## config.mk

```make
export PLATFORM = sky130hd
export DESIGN_NAME = game_flow_ctrl
export DESIGN_NICKNAME = d
export VERILOG_FILES = /design/src/rtl/game_flow_ctrl.sv
export SDC_FILE = /design/constraint.sdc
export NUM_CORES = 1
export LEC_CHECK = 0
export CORE_ASPECT_RATIO = 0.75
export CORE_MARGIN = 2
export CORE_UTILIZATION = 47
export DETAILED_ROUTE_END_ITERATION = 8
export HOLD_SLACK_MARGIN = 0.1
export PLACE_DENSITY = 0.84
export SYNTH_ARGS = -nofsm -noshare
export SYNTH_HDL_FRONTEND = slang
export SYNTH_SLANG_ARGS = --single-unit
```

## constraint.sdc

```tcl
create_clock -name clock -period 4.36 [get_ports clock]
set_clock_uncertainty 0.05 [all_clocks]
set_input_delay 0.436 -clock clock [delete_from_list [all_inputs] [get_ports clock]]
set_output_delay 0.436 -clock clock [all_outputs]
set_load 0.1 [all_outputs]
```

## src/rtl/game_flow_ctrl.sv

```systemverilog
// Game-flow controller: INIT/WAIT/PLAY/LOST/WON sequencing, ball slots, life bar,
// stage progression, block-map command arbitration and cleared-map detection.
// Optional PAUSE state is compiled in when GAME_PAUSE_EN is defined.
module game_flow_ctrl #(
    parameter int BALL_NUM  = 2,
    parameter int STAGE_NUM = 4,
    parameter int LIFE_NUM  = 6,
    parameter int ROWS      = 30,
    parameter int COLS      = 10,
    localparam int SBIT = (STAGE_NUM > 1) ? $clog2(STAGE_NUM) : 1,
    localparam int RBIT = (ROWS > 1) ? $clog2(ROWS) : 1,
    localparam int CBIT = (COLS > 1) ? $clog2(COLS) : 1
) (
    input  logic                clock,
    input  logic                reset,
    input  logic                start,
    input  logic                pause,
    input  logic                stage_ovr,
    input  logic [SBIT-1:0]     stage_sel,
    input  logic                bm_ready,
    input  logic [3:0]          bm_block,
    input  logic [BALL_NUM-1:0] ball_lost,
    input  logic [BALL_NUM-1:0] ball_hit,
    input  logic                give_ball,
    input  logic                drop_block,
    input  logic                btn_l,
    input  logic                btn_r,
    output logic [BALL_NUM-1:0] b_active,
    output logic                run,
    output logic                launch,
    output logic                bm_enable,
    output logic [1:0]          bm_func,
    output logic [RBIT-1:0]     bm_row,
    output logic [CBIT-1:0]     bm_col,
    output logic [SBIT-1:0]     bm_stage,
    output logic [SBIT-1:0]     stage,
    output logic [LIFE_NUM-1:0] hp,
    output logic                init,
    output logic                dead,
    output logic                win
);

    typedef enum logic [2:0] {
        S_INIT,
        S_WAIT,
        S_PLAY,
`ifdef GAME_PAUSE_EN
        S_PAUSE,
`endif
        S_LOST,
        S_WON
    } state_t;

    localparam logic [SBIT-1:0] LAST_STAGE = SBIT'(STAGE_NUM - 1);

    state_t                r_state;
    state_t                w_next;
    logic [SBIT-1:0]       r_stage;
    logic [LIFE_NUM-1:0]   r_hp;
    logic [BALL_NUM-1:0]   r_active;
    logic [RBIT-1:0]       r_row;
    logic [CBIT-1:0]       r_col;
    logic                  r_flag;
    logic                  r_launch;

    logic                  w_go;
    logic                  w_brk;
    logic                  w_first_cell;
    logic                  w_last_cell;
    logic                  w_empty;
    logic                  w_paused;
    logic                  w_load;
    logic                  w_clear;
    logic                  w_lose_life;
    logic                  w_enter_wait;
    logic [SBIT-1:0]       w_new_stage;

    assign w_go         = start & bm_ready;
    assign w_brk        = (bm_block != 4'd0) && (bm_block != 4'd1) && (bm_block != 4'd7);
    assign w_first_cell = (r_row == '0) && (r_col == '0);
    assign w_last_cell  = (r_row == RBIT'(ROWS - 1)) && (r_col == CBIT'(COLS - 1));
    assign w_empty      = w_last_cell && r_flag && !w_brk;

`ifdef GAME_PAUSE_EN
    assign w_paused = (r_state == S_PAUSE);
`else
    logic w_unused_pause;
    assign w_unused_pause = pause;
    assign w_paused       = 1'b0;
`endif

    assign w_load      = ((r_state == S_INIT) && w_go) ||
                         ((r_state == S_PLAY) && w_empty && (r_stage != LAST_STAGE));
    assign w_clear     = (r_state == S_PLAY) && (|ball_hit) && bm_ready;
    assign w_new_stage = stage_ovr ? stage_sel :
                         (r_state == S_INIT) ? '0 : r_stage + SBIT'(1);
    // Stage clear outranks ball loss, so the life is only taken when the map is not empty.
    assign w_lose_life  = (r_state == S_PLAY) && !w_empty && (r_active == '0) && r_hp[1];
    assign w_enter_wait = (w_next == S_WAIT) && (r_state != S_WAIT);

    always_ff @(posedge clock or posedge reset) begin
        if (reset) r_state <= S_INIT;
        else       r_state <= w_next;
    end

    always_comb begin
        w_next = r_state;
        case (r_state)
            S_INIT: if (w_go) w_next = S_WAIT;
            S_WAIT: if (w_go) w_next = S_PLAY;
            S_PLAY: begin
                if (w_empty)                w_next = (r_stage == LAST_STAGE) ? S_WON : S_WAIT;
                else if (r_active == '0)    w_next = r_hp[1] ? S_WAIT : S_LOST;
`ifdef GAME_PAUSE_EN
                else if (pause)             w_next = S_PAUSE;
`endif
            end
`ifdef GAME_PAUSE_EN
            S_PAUSE: if (pause) w_next = S_PLAY;
`endif
            default: w_next = r_state;
        endcase
    end

    always_comb begin
        bm_enable = 1'b1;
        bm_func   = 2'b00;
        if (w_load)                        bm_func = 2'b00;
        else if (w_clear)                  bm_func = 2'b01;
        else if (drop_block && !w_paused)  bm_func = 2'b11;
        else if (btn_l)                    bm_func = 2'b10;
        else if (btn_r)                    bm_func = 2'b11;
        else                               bm_enable = 1'b0;
        run  = (r_state == S_PLAY);
        init = (r_state == S_INIT);
        dead = (r_state == S_LOST);
        win  = (r_state == S_WON);
    end

    always_ff @(posedge clock or posedge reset) begin
        if (reset) begin
            r_stage  <= '0;
            r_hp     <= '1;
            r_active <= '0;
            r_launch <= 1'b0;
        end else begin
            r_launch <= (r_state == S_WAIT) && w_go;
            if (w_load)      r_stage <= w_new_stage;
            if (w_lose_life) r_hp    <= r_hp >> 1;
            if (w_enter_wait)                 r_active <= BALL_NUM'(1);
            else if (give_ball && !w_paused)  r_active <= '1;
            else if (r_state == S_PLAY)       r_active <= r_active & ~ball_lost;
        end
    end

    // The empty flag survives a frame only if every cell was valid, unbreakable and command-free.
    always_ff @(posedge clock or posedge reset) begin
        if (reset) begin
            r_row  <= '0;
            r_col  <= '0;
            r_flag <= 1'b0;
        end else begin
            if (r_col == CBIT'(COLS - 1)) begin
                r_col <= '0;
                r_row <= (r_row == RBIT'(ROWS - 1)) ? '0 : r_row + RBIT'(1);
            end else begin
                r_col <= r_col + CBIT'(1);
            end
            if (w_first_cell)                        r_flag <= bm_ready && !w_brk && !bm_enable;
            else if (w_brk || !bm_ready || bm_enable) r_flag <= 1'b0;
        end
    end

    assign b_active = r_active;
    assign launch   = r_launch;
    assign bm_row   = r_row;
    assign bm_col   = r_col;
    assign bm_stage = w_new_stage;
    assign stage    = r_stage;
    assign hp       = r_hp;

endmodule

```

# [Word level (Yosys, flattened, before mapping)]
# Cells that the tools add are included.
[totals] input_bits=20 ff_bits=24 elab_cells=85 out_inout_bits=29
[op_classes] addsub=3 muxes=26 n_reduce_logical=33 bitwise_logic=3 n_eq_ne=12
[ops] operator="2-bit 2-to-1 mux" count=11
[ops] operator="1-bit logical AND" count=18
[ops] operator="3-bit 2-to-1 mux" count=5
[ops] operator="3-bit one-hot mux with 3 select lines" count=1
[ops] operator="1-bit 2-to-1 mux" count=7
[ops] operator="3-bit by 1-bit equality test with 1-bit output (second input constant)" count=2
[ops] operator="3-bit by 2-bit equality test with 1-bit output (second input constant)" count=2
[ops] operator="5-bit by 1-bit adder with 5-bit output (second input constant)" count=1
[ops] operator="5-bit equality test (second input constant)" count=1
[ops] operator="5-bit logical NOT" count=1
[ops] operator="5-bit 2-to-1 mux" count=1
[ops] operator="4-bit by 1-bit adder with 4-bit output (second input constant)" count=1
[ops] operator="4-bit equality test (second input constant)" count=1
[ops] operator="1-bit logical NOT" count=4
[ops] operator="4-bit logical NOT" count=1
[ops] operator="4-bit 2-to-1 mux" count=1
[ops] operator="4-bit by 1-bit inequality test with 1-bit output (second input constant)" count=1
[ops] operator="4-bit by 3-bit inequality test with 1-bit output (second input constant)" count=1
[ops] operator="4-bit nonzero test" count=1
[ops] operator="3-bit equality test (second input constant)" count=1
[ops] operator="3-bit logical NOT" count=1
[ops] operator="1-bit logical OR" count=3
[ops] operator="3-bit by 1-bit inequality test with 1-bit output (second input constant)" count=1
[ops] operator="3-bit nonzero test" count=1
[ops] operator="9 further kinds" count=9

# [Longest topological paths before layout]
[depth] ltp_word=12 ltp_mapped=7 depth_no_buf=7

# [Least setup slack after synthesis]
# No wires, ideal clock.
[synth_path] path_type="reg-to-reg" startpoint="register r_state[0]" endpoint="register r_stage[1], in the netlist stage[1]" arrival_time_ns=5.476 period_less_slack_ns=5.660 required_time_ns=4.176 slack_ns=-1.300 path_stages_with_launch=5 path_cell_list="dfrtp_1 > clkbuf_2 > nor3_1 > o21ai_0 > mux2_2"
[synth_via] elab_cells_between_ends=8 classes_between="eq/ne: 1; mux: 2; reduce/logical: 5"
[synth_lines] item="from (decl)" line="56" source="state_t r_state;"
[synth_lines] item="from (signal assigned)" line="103" source="else r_state <= w_next;"
[synth_lines] item="3-bit logical NOT"
[synth_lines] item="via init" line="38" source="output logic init,"
[synth_lines] item="2-bit 2-to-1 mux" line="96" source="(r_state == S_INIT) ? '0 : r_stage + SBIT'(1);"
[synth_lines] item="2-bit 2-to-1 mux" line="95" source="assign w_new_stage = stage_ovr ? stage_sel :"
[synth_lines] item="via bm_stage[1]" line="35" source="output logic [SBIT-1:0] bm_stage,"
[synth_lines] item="to (signal assigned)" line="148" source="if (w_load) r_stage <= w_new_stage;"
[synth_lines] item="to (decl)" line="58" source="logic [SBIT-1:0] r_stage;"
# The timed path passes the listed nets, and every way through them passes these cells.
# A chain may end at the register's enable or synchronous reset.

# [Worst setup path in the final report]
[layout_path] startpoint="register r_state[0]" endpoint="output port run"
[layout_via] elab_chain_len=1
[layout_rtl] item="3-bit by 2-bit equality test with 1-bit output" line="134" source="run = (r_state == S_PLAY);"
[layout_rtl] item="to (decl)" line="29" source="output logic run,"
# Every way passes these cells.

==> reports/qor.yml <==
run_status:
  outcome: "finished clean"
logic_synthesis:
  synthCells: 129
  syn-num-nets: 153
  synth_top_cell_by_area: "dfrtp_1"
  yosysWarningCount: 0
  yosys_most_used_dff: "dfrtp_1"
  synth_edf_count: 0
  yosys-top-cells-area: "dfrtp_1 (34%), dfstp_2 (12%), mux2_2 (5.1%)"
  ys_async_sr_fraction_pct: 100.0
  synth_seq_area_share_pct: 45.46
  synth_cell_types: 47
  synth_seq_cells: 24
  synth_area_um2: 1338
  syn_avg_cell_area_um2: 10.37
  synth_top_area_share_pct: 33.68
finish:
  finish.utilization_pct: 71.01
  final_common_cell: "clkdlybuf4s50_1"
  fin_area_um2: 1891
  antenna_cells: 0
  fin_nets: 199
  fin_cells: 210
  syn_to_final_growth_pct: 41.35
  drive_gt1_share_pct: 16.67
  layout_common_cells: "clkdlybuf4s50_1 (44), dfrtp_1 (18), o21ai_0 (12)"
critical_path:
  r2r_cells: 7
  regToRegSetupSlack_ns: 2.10
  crit_fanout: 8
  critical_path_arrival_ns: 2.47
  required_ns: 3.87
  critPathLaunchType: "register"
  reg2reg_to: "b_active[1]$_DFFE_PP0P_"
  end_kind: "output port"
  r2r_start: "bm_row[1]$_DFFE_PP0N_"
  path_class: "reg -> out"
routing:
  post_drt_wl_per_cell_um: 14.04
  drcViolationCount: 0
  vias: 1148
  dr.pass1.iters: 4
  route.antenna.remaining_nets: 0
  drt_iter0_drc: 47
  drt_wl_total_um: 2949
  viasPerCell: 5.467
sta:
  hold_viol: 0
  rsz0062_at_grt: "false"
  worst_slew_pin_slew_ns: 0.9958
  setup_viol: 0
  slew_violations: 0
  post-route-period-util_pct: 67.85
  fmax_mhz: 338.0
  setup_tns_ns: 0
  fin_crit_ns: 2.958
  relSlewSlack_pct: 33.40
global_route:
  grt_start_max_net_pins: 25
  grt_usage_pct: 19.93
  antenna_found_initial: 0
  grt_first_pass_wirelength_um: 4961
  grt_pass1_vias: 1095
  grt_overflow: 0
power:
  seqPwrFrac_pct: 45.9
  internal_power_mw: 0.3715
  clkPwrFrac_pct: 40.1
  p_per_area_nw_per_um2: 259.9
  leakage_nw: 0.7727
  switching_share_pct: 24.39
  combPwrFrac_pct: 13.9
  irDropWorstVdd_mv: 0.2544
  p_sw_mw: 0.1198
min_path:
  whs_path_depth: 1
  hold_start: "hp[1]$_DFFE_PP1P_"
  hp-class: "reg -> reg"
  hold_path_end: "hp[1]$_DFFE_PP1P_"
clock_network:
  clkLatencyLatePin_ns: 0.27
  cts_root_buffer: "clkbuf_8"
  cts_setup_buffers: 0
  h-tree-depth: 1
  cts.path.max_buffers: 2
  clkTransAtPathRegs_ns: 0.09
  cts.sinks: 24
  cts_tree: "built"
  cts_hold_buf: 0
  postCtsResizedCells: 0
  cts_buffers: 3
floorplan:
  initial_core_util_pct: 50.23
  row_count: 16
  num_io_pins: 49
  die_h_um: 50.20
  coreArea_um2: 2663
  dieWidth_um: 65.60
  die_area_um2: 3293
placement:
  place_inst: 206
  placed_cell_area_um2: 1819
  finalWeightedCongestion: 0.8456
  dp_hpwl_um: 2169
  port_buffers: 47
run:
  cap_violations: 0
-- logic make-up (layout without fill, tap and decap cells) --
logic type,after synthesis,in the layout,share of synthesized area (%)
flip-flops,24,24,45.46
AND/OR/NAND/NOR,44,44,20.21
XOR/XNOR,1,1,0.6549
AO/OA/AOI/OAI,33,33,18.99
multiplexers,7,7,5.799
adder cells (fa/ha/maj),4,4,3.742
buffers and inverters,16,61,5.145
-- power by group through the flow --
stage	Clock [mW]	Sequential [mW]	Combinational, mW
after floorplan	0	0.234	0.0378
after global placement	0	0.230	0.0682
after detailed placement	0	0.230	0.0689
after CTS	0.200	0.226	0.0692
after global routing	0.210	0.226	0.0723
final	0.197	0.226	0.0685
-- area by class of cell --
| cell class | instances | area, um2 |
|---|---|---|
| clock inverters | 1 | 30.03 |
| well taps | 36 | 45.04 |
| repair buffers | 47 | 462.9 |
| inverters | 10 | 37.54 |
| flip-flops and latches | 24 | 608.1 |
| multi-input cells | 89 | 665.6 |
| fillers | 199 | 772.0 |
| clock buffers | 3 | 41.29 |
-- state kept, by name (all words and copies together) (netlist names) --
register / flops
hp: 6
bm_col: 4
r_flag: 1
bm_row: 5
launch: 1
b_active: 2
stage: 2
r_state: 3
-- worst max-delay path by stage --
stage / end / startpoint / cells after the start / slack [ns]
after floorplan: stage[1]$_DFFE_PP0P_ / r_state[0]$_DFF_PP0_ / 4 / 0.13
after global placement: bm_stage[1] / stage_ovr / 4 / 1.44
after detailed placement: bm_stage[1] / stage_ovr / 4 / 1.43
after CTS: run / r_state[0]$_DFF_PP0_ / 3 / 1.40
after global routing: bm_enable / bm_row[1]$_DFFE_PP0N_ / 7 / 1.25
final: run / r_state[0]$_DFF_PP0_ / 3 / 1.40
-- per-layer routing --
layer | up-vias | routed length [um] | GRT usage (%)
li1 | 561 | - | -
met1 | 539 | 1253 | 24.67
met2 | 42 | 1396 | 32.99
met3 | 6 | 247 | 7.175
met4 | 0 | 52 | 5.556
met5 | - | 0 | 0
-- synthesized netlist by cell type, types with 2 or more instances --
| cell | instances |
|---|---|
| nand4_1 | 2 |
| buf_2 | 3 |
| nor3_1 | 4 |
| a21oi_1 | 5 |
| and2_1 | 2 |
| nand2b_1 | 6 |
| mux2_2 | 6 |
| a21boi_0 | 2 |
| nand3_1 | 4 |
| nand2_1 | 10 |
| and3_1 | 2 |
| dfrtp_1 | 18 |
| inv_1 | 10 |
| dfstp_2 | 6 |
| ha_1 | 4 |
| o21ai_0 | 12 |
| nor2_1 | 3 |
-- critical path, stage by stage (launching register included) --
cell and delay, ns:
dfrtp_1 0.47, inv_1 0.12, and3_1 0.39, clkdlybuf4s50_1 1.21
-- metrics by stage --
step	worst slack (ns)	hold WS, ns	power [mW]
4_1_cts	1.397	0.4417	0.4945
6_report	1.402	0.4365	0.4913
3_3_place_gp	1.444	0.4118	0.2978
5_1_grt	1.249	0.4584	0.5087
3_5_place_dp	1.427	0.4290	0.2986
2_1_floorplan	0.1273	0.3962	0.2715
No activity file was read; power rests on OpenSTA's default activity.
